## config.mk

```make
export PLATFORM = sky130hd
export DESIGN_NAME = sort_oets_ctrl
export DESIGN_NICKNAME = d
export VERILOG_FILES = /design/src/rtl/sort_pkg.sv /design/src/rtl/sort_cas_stage.sv /design/src/rtl/sort_oets_ctrl.sv
export SDC_FILE = /design/constraint.sdc
export NUM_CORES = 2
export LEC_CHECK = 0
export CORE_ASPECT_RATIO = 0.9
export CORE_MARGIN = 4
export CORE_UTILIZATION = 40
export CTS_BUF_LIST = sky130_fd_sc_hd__clkbuf_16
export CTS_CLUSTER_DIAMETER = 80
export DETAILED_ROUTE_END_ITERATION = 8
export PLACE_DENSITY = 0.67
export SYNTH_ARGS = -nofsm -noshare
export SYNTH_HDL_FRONTEND = slang
export SYNTH_SLANG_ARGS = --single-unit
export TNS_END_PERCENT = 10
```

## constraint.sdc

```tcl
create_clock -name clk -period 12.97 [get_ports clk]
set_input_delay 2.594 -clock clk [delete_from_list [all_inputs] [get_ports clk]]
set_output_delay 2.594 -clock clk [all_outputs]
set_load 0.02 [all_outputs]
```

## src/rtl/sort_pkg.sv

```systemverilog
// Shared types for the odd-even transposition block sorter.
// Holds the FSM state enum, the CAS latency and the tagged pair bundle.
package sort_pkg;

    typedef enum logic [1:0] {
        LOAD,
        ISSUE,
        DRAIN,
        UNLOAD
    } state_t;

    localparam int CAS_LAT = 2;

    // Pair bundle field widths; the sorter WIDTH must not exceed PAIR_DW
    // and N must not exceed 2**PAIR_TW.
    localparam int PAIR_DW = 32;
    localparam int PAIR_TW = 8;

    typedef struct packed {
        logic                      valid;
        logic [PAIR_TW-1:0]        idx;
        logic signed [PAIR_DW-1:0] a;
        logic signed [PAIR_DW-1:0] b;
    } pair_t;

endpackage

```

## src/rtl/sort_cas_stage.sv

```systemverilog
// Two-stage pipelined signed compare-and-swap unit.
// Ports: clk, rst (async active-high), in_pair (a,b,tag), out_pair (a=min, b=max, tag).
module sort_cas_stage
    import sort_pkg::*;
(
    input  logic  clk,
    input  logic  rst,
    input  pair_t in_pair,
    output pair_t out_pair
);

    pair_t s1;
    logic  s1_swap;

    // Stage 1: operands, tag and the compare flag. Ties do not swap.
    always_ff @(posedge clk or posedge rst) begin
        if (rst) begin
            s1      <= '0;
            s1_swap <= 1'b0;
        end else begin
            s1      <= in_pair;
            s1_swap <= (in_pair.a > in_pair.b);
        end
    end

    // Stage 2: ordered result.
    always_ff @(posedge clk or posedge rst) begin
        if (rst) begin
            out_pair <= '0;
        end else begin
            out_pair.valid <= s1.valid;
            out_pair.idx   <= s1.idx;
            out_pair.a     <= s1_swap ? s1.b : s1.a;
            out_pair.b     <= s1_swap ? s1.a : s1.b;
        end
    end

endmodule

```

## src/rtl/sort_oets_ctrl.sv

```systemverilog
// Block sorter: loads N signed words, sorts them by odd-even transposition
// through one shared pipelined CAS unit, then streams them out ascending.
// Ports: clk, rst (async active-high); in_valid/in_ready/in_data stream in;
// out_valid/out_ready/out_data/out_last stream out; busy during ISSUE/DRAIN.
module sort_oets_ctrl
    import sort_pkg::*;
#(
    parameter int WIDTH = 32,
    parameter int N     = 8
) (
    input  logic             clk,
    input  logic             rst,
    input  logic             in_valid,
    output logic             in_ready,
    input  logic [WIDTH-1:0] in_data,
    output logic             out_valid,
    input  logic             out_ready,
    output logic [WIDTH-1:0] out_data,
    output logic             out_last,
    output logic             busy
);

    localparam int IW = $clog2(N);
    localparam int PW = IW + 1;

    state_t state, state_nx;

    logic [IW-1:0] ld_idx;
    logic [IW-1:0] un_idx;
    logic [IW-1:0] pair;
    logic [IW-1:0] dr_cnt;
    logic [PW-1:0] phase;

    logic signed [WIDTH-1:0] bank [N];

    logic [IW-1:0] j;
    logic [IW-1:0] wj;
    logic          last_pair;
    logic          last_phase;
    logic          drain_done;
    logic          last_word;

    pair_t iss;
    pair_t wb;
    logic  unused_wb;

    // Lower index of the pair: 2*pair on even phases, 2*pair+1 on odd ones.
    assign j          = {pair[IW-2:0], phase[0]};
    assign wj         = wb.idx[IW-1:0];
    assign last_pair  = (pair == (phase[0] ? IW'(N/2-2) : IW'(N/2-1)));
    assign last_phase = (phase == PW'(N-1));
    assign drain_done = (dr_cnt == IW'(CAS_LAT-1));
    assign last_word  = (un_idx == IW'(N-1));
    assign unused_wb  = ^{wb.idx, wb.a, wb.b};

    sort_cas_stage u_cas (
        .clk      (clk),
        .rst      (rst),
        .in_pair  (iss),
        .out_pair (wb)
    );

    always_ff @(posedge clk or posedge rst) begin
        if (rst) begin
            state <= LOAD;
        end else begin
            state <= state_nx;
        end
    end

    always_comb begin
        state_nx  = state;
        in_ready  = 1'b0;
        out_valid = 1'b0;
        out_data  = '0;
        out_last  = 1'b0;
        busy      = 1'b0;
        iss       = '0;
        unique case (state)
            LOAD: begin
                in_ready = 1'b1;
                if (in_valid && ld_idx == IW'(N-1)) begin
                    state_nx = ISSUE;
                end
            end
            ISSUE: begin
                busy      = 1'b1;
                iss.valid = 1'b1;
                iss.idx   = PAIR_TW'(j);
                iss.a     = PAIR_DW'(bank[j]);
                iss.b     = PAIR_DW'(bank[j + IW'(1)]);
                if (last_pair) begin
                    state_nx = DRAIN;
                end
            end
            DRAIN: begin
                busy = 1'b1;
                if (drain_done) begin
                    state_nx = last_phase ? UNLOAD : ISSUE;
                end
            end
            UNLOAD: begin
                out_valid = 1'b1;
                out_data  = bank[un_idx];
                out_last  = last_word;
                if (out_ready && last_word) begin
                    state_nx = LOAD;
                end
            end
            default: state_nx = LOAD;
        endcase
    end

    always_ff @(posedge clk or posedge rst) begin
        if (rst) begin
            ld_idx <= '0;
            un_idx <= '0;
            pair   <= '0;
            dr_cnt <= '0;
            phase  <= '0;
            for (int i = 0; i < N; i++) begin
                bank[i] <= '0;
            end
        end else begin
            // Writebacks only land during ISSUE/DRAIN, never with a load.
            if (wb.valid) begin
                bank[wj]           <= wb.a[WIDTH-1:0];
                bank[wj + IW'(1)]  <= wb.b[WIDTH-1:0];
            end
            unique case (state)
                LOAD: begin
                    if (in_valid) begin
                        bank[ld_idx] <= in_data;
                        if (ld_idx == IW'(N-1)) begin
                            ld_idx <= '0;
                            phase  <= '0;
                            pair   <= '0;
                        end else begin
                            ld_idx <= ld_idx + IW'(1);
                        end
                    end
                end
                ISSUE: begin
                    pair   <= last_pair ? '0 : pair + IW'(1);
                    dr_cnt <= '0;
                end
                DRAIN: begin
                    if (drain_done) begin
                        dr_cnt <= '0;
                        phase  <= last_phase ? '0 : phase + PW'(1);
                        un_idx <= '0;
                    end else begin
                        dr_cnt <= dr_cnt + IW'(1);
                    end
                end
                UNLOAD: begin
                    if (out_ready) begin
                        un_idx <= last_word ? '0 : un_idx + IW'(1);
                    end
                end
                default: ;
            endcase
        end
    end

endmodule
```

==> flow_summary.yaml <==
floorplanning:
  fp-row-count: 89
  chipWidth_um: 281
  coreArea_mm2: 0.0660
  dieArea_mm2: 0.0715
  ios: 72
  die_h_um: 254
  initial_core_util_pct: 40.7
power_and_ir_drop:
  swShare_pct: 30.3
  p_seq_share_pct: 41.3
  vdd_ir_drop_max_mv: 0.0838
  clockPowerShare_pct: 40.3
  power.leakage_nw: 9.68
  power.switching_w: 0.00102
  pwr_density_cell_mw_per_mm2: 114
  pwr-share-comb_pct: 18.4
  p_int_w: 0.00234
timing:
  final_hold_viol_count: 0
  period_needed_ns: 6.36
  worst_pin_slew_ns: 1.36
  fin_setup_tns_ns: 0
  max-slew-margin-rel_pct: 8.70
  clock_skew_ns: 0.0173
  finalMaxSlewViolations: 0
  rsz0062_at_grt: "false"
  fmax_mhz: 157
  finalSetupViolCount: 0
  period_share_pct: 49.0
hold_path:
  whs_path_depth: 0
  min_path_type: "reg -> reg"
  hold_start: "u_cas.s1[72]$_DFF_PP0_"
worst_setup_path:
  critPathMaxFanout: 38
  cp.arrival_ns: 3.77
  worstPathRequired_ns: 10.38
  worstSetupPathType: "reg -> out"
  reg2reg_depth: 12
  crit_start: "un_idx[0]$_DFFE_PP0P_"
  reg2reg_from: "phase[0]$_DFFE_PP0P_"
  crit_path_end_kind: "output pin"
  start_kind: "register"
logic_synthesis:
  muxShareOfSynthArea_pct: 27.1
  synth_edf_count: 0
  synth_top_family_by_area: "multiplexers"
  ys.flop_type: "dfrtp_1"
  synth.distinct_cells: 47
  synth-seq-cells: 411
  syn_nets: 2942
  synthesis.area_mm2: 0.0269
  synthXorXnorAreaFrac_pct: 0.270
  synth_compound_area_share_pct: 12.2
  yosysSeqAreaShare_pct: 38.2
  yosysWarnings: 0
  synthArstFlopShare_pct: 100
  netlist.area_leader.share_pct: 38.2
  yosys.area_share.simple_pct: 14.8
  synthAdderAreaFrac_pct: 2.05
  yosys.area.top_type: "dfrtp_1"
  synthTopCellsByArea: "dfrtp_1 (38%), mux4_2 (16%), nand2_1 (8.3%)"
  syn_area_per_cell_um2: 9.40
  synthCells: 2862
routing:
  drtIter0Drc: 2574
  vias: 22100
  wire_per_inst_um: 23.9
  drtPass1Iterations: 8
  drc: 0
  avgViaCountPerCell: 6.11
  postRouteWirelength_mm: 86.5
  postRouteAntennaNets: 0
clock_network:
  clock_latency_ns: 0.59
  clock_sinks: 411
  hold_buffers: 0
  clock-root-buffer: "clkbuf_16"
  clk_pin_slew_ns: 0.06
  post_cts_resized: 0
  h-tree-depth: 2
  cts_max_path_buffers: 3
  cts_setup_buffers: 0
  cts_tree: "built"
  cts_buffers: 47
global_route:
  first_global_vias: 21200
  grt_max_degree: 164
  grt-ovfl-total: 0
  grt_pass1_wl_mm: 132
  grt_usage_pct: 24.1
  antenna_found_initial: 2
place:
  dpl.hpwl_mm: 50.1
  place_area_mm2: 0.0279
  io_buffers: 71
  routabilityCongestion: 0.822
cells_and_area:
  final_common_cell: "nand2_1"
  num-fill-cells: 6134
  final_nets: 2792
  drive_gt1_share_pct: 15.0
  final_cell_mix: "nand2_1 (597), dfrtp_1 (404), o21ai_0 (339), mux2i_1 (219), mux4_2 (192)"
  syn2layout_area_growth_pct: 9.58
  antenna_cells: 0
  fin_util_pct: 44.6
  finalInstanceArea_mm2: 0.0295
outcome:
  status: "finished, final reports clean"
job:
  maxCapViolations: 0
## routing by layer
layer / GRT usage, % / vias to the layer above / part of all wire (%)
met5: 0 / - / 0.014
met4: 7.88 / 2 / 3.5
met3: 5.14 / 236 / 10
met2: 37.4 / 1216 / 45
met1: 33.8 / 10900 / 41
li1: - / 9775 / -
## cells in the mapped netlist, types with 2 or more instances
cell type and instances:
a21oi_1 145, o21ai_1 65, buf_1 49, a21boi_0 33
a32o_1 4, o21a_1 2, o21ai_0 339, dfrtp_1 411
inv_1 42, a21o_1 4, a22oi_1 4, clkbuf_1 184
a21boi_2 2, nand4_1 10, and2_1 8, mux2_2 68
o21ai_2 4, nand3_1 134, mux2i_1 219, nor3b_1 2
nor2b_1 41, nand2b_1 7, nor3_1 10, ha_1 44
buf_2 74, nand2_1 598, nor2_1 132, mux4_2 192
nor2_4 3, buf_4 6, nor2_2 3, a22o_1 4
o31ai_1 5
## per-stage QoR
| stage | setup WS (ns) | total power (W) | hold slack, ns | cells |
|---|---|---|---|---|
| finish | 6.61 | 0.00336 | 0.334 | 3614 |
| global route | 6.31 | 0.00348 | 0.337 | 3614 |
| CTS | 6.50 | 0.00338 | 0.336 | 3614 |
| detailed placement | 7.16 | 0.00203 | 0.336 | 3527 |
| global placement | 7.16 | 0.00202 | 0.333 | 3527 |
| floorplan | 4.84 | 0.00177 | 0.331 | 2862 |
## power groups by stage
stage	combinational [W]	clock [W]	sequential (W)
finish	0.000618	0.00136	0.00139
global route	0.000664	0.00142	0.00139
CTS	0.000622	0.00137	0.00139
detailed placement	0.000618	0	0.00141
global placement	0.000614	0	0.00141
floorplan	0.000444	0	0.00133
## final cells by class
type	count	area, µm²	share of cell area [%]
Timing Repair Buffer	114	1060	3.59
Inverter	42	161	0.548
Sequential cell	411	10300	35.0
Clock inverter	40	359	1.22
Tap cell	864	1080	3.67
Multi-Input combinational cell	2096	15300	52.0
Clock buffer	47	1180	3.99
## state kept, by name, summed over array words and instances, names as in the netlist
register / cells
u_cas.out_pair: 68
u_cas.s1: 68
state: 2
dr_cnt: 3
u_cas.s1_swap: 1
ld_idx: 3
un_idx: 3
pair: 3
bank: 256
phase: 4
## worst paths after layout
| check | endpoint | slack (ns) |
|---|---|---|
| max in group asynchronous | bank[104]$_DFF_PP0_ | 8.34 |
| min in group asynchronous | bank[55]$_DFF_PP0_ | 2.53 |
| min | u_cas.out_pair[72]$_DFF_PP0_ | 0.33 |
| min reg2reg | u_cas.out_pair[72]$_DFF_PP0_ | 0.33 |
| max reg2reg | u_cas.s1_swap$_DFF_PP0_ | 7.82 |
| max | out_data[0] | 6.61 |
## worst max-delay path: stages, from the launching register on
cell and delay (ns):
dfrtp_4 0.78, buf_4 0.75, mux4_2 0.35, nand2_1 0.06, a21boi_0 0.52, clkdlybuf4s50_1 0.71
## cells by family (layout without fill, tap and decap cells)
logic type,after synthesis,in the layout
AOI/OAI and AO/OA,615,615
adders and majority gates,44,44
and+or+nand+nor,954,954
muxes,479,479
xor gates and xnor gates,4,4
DFF,411,411
buffers and inverters,355,243
Note: power is estimated with default switching activity, not from simulation.
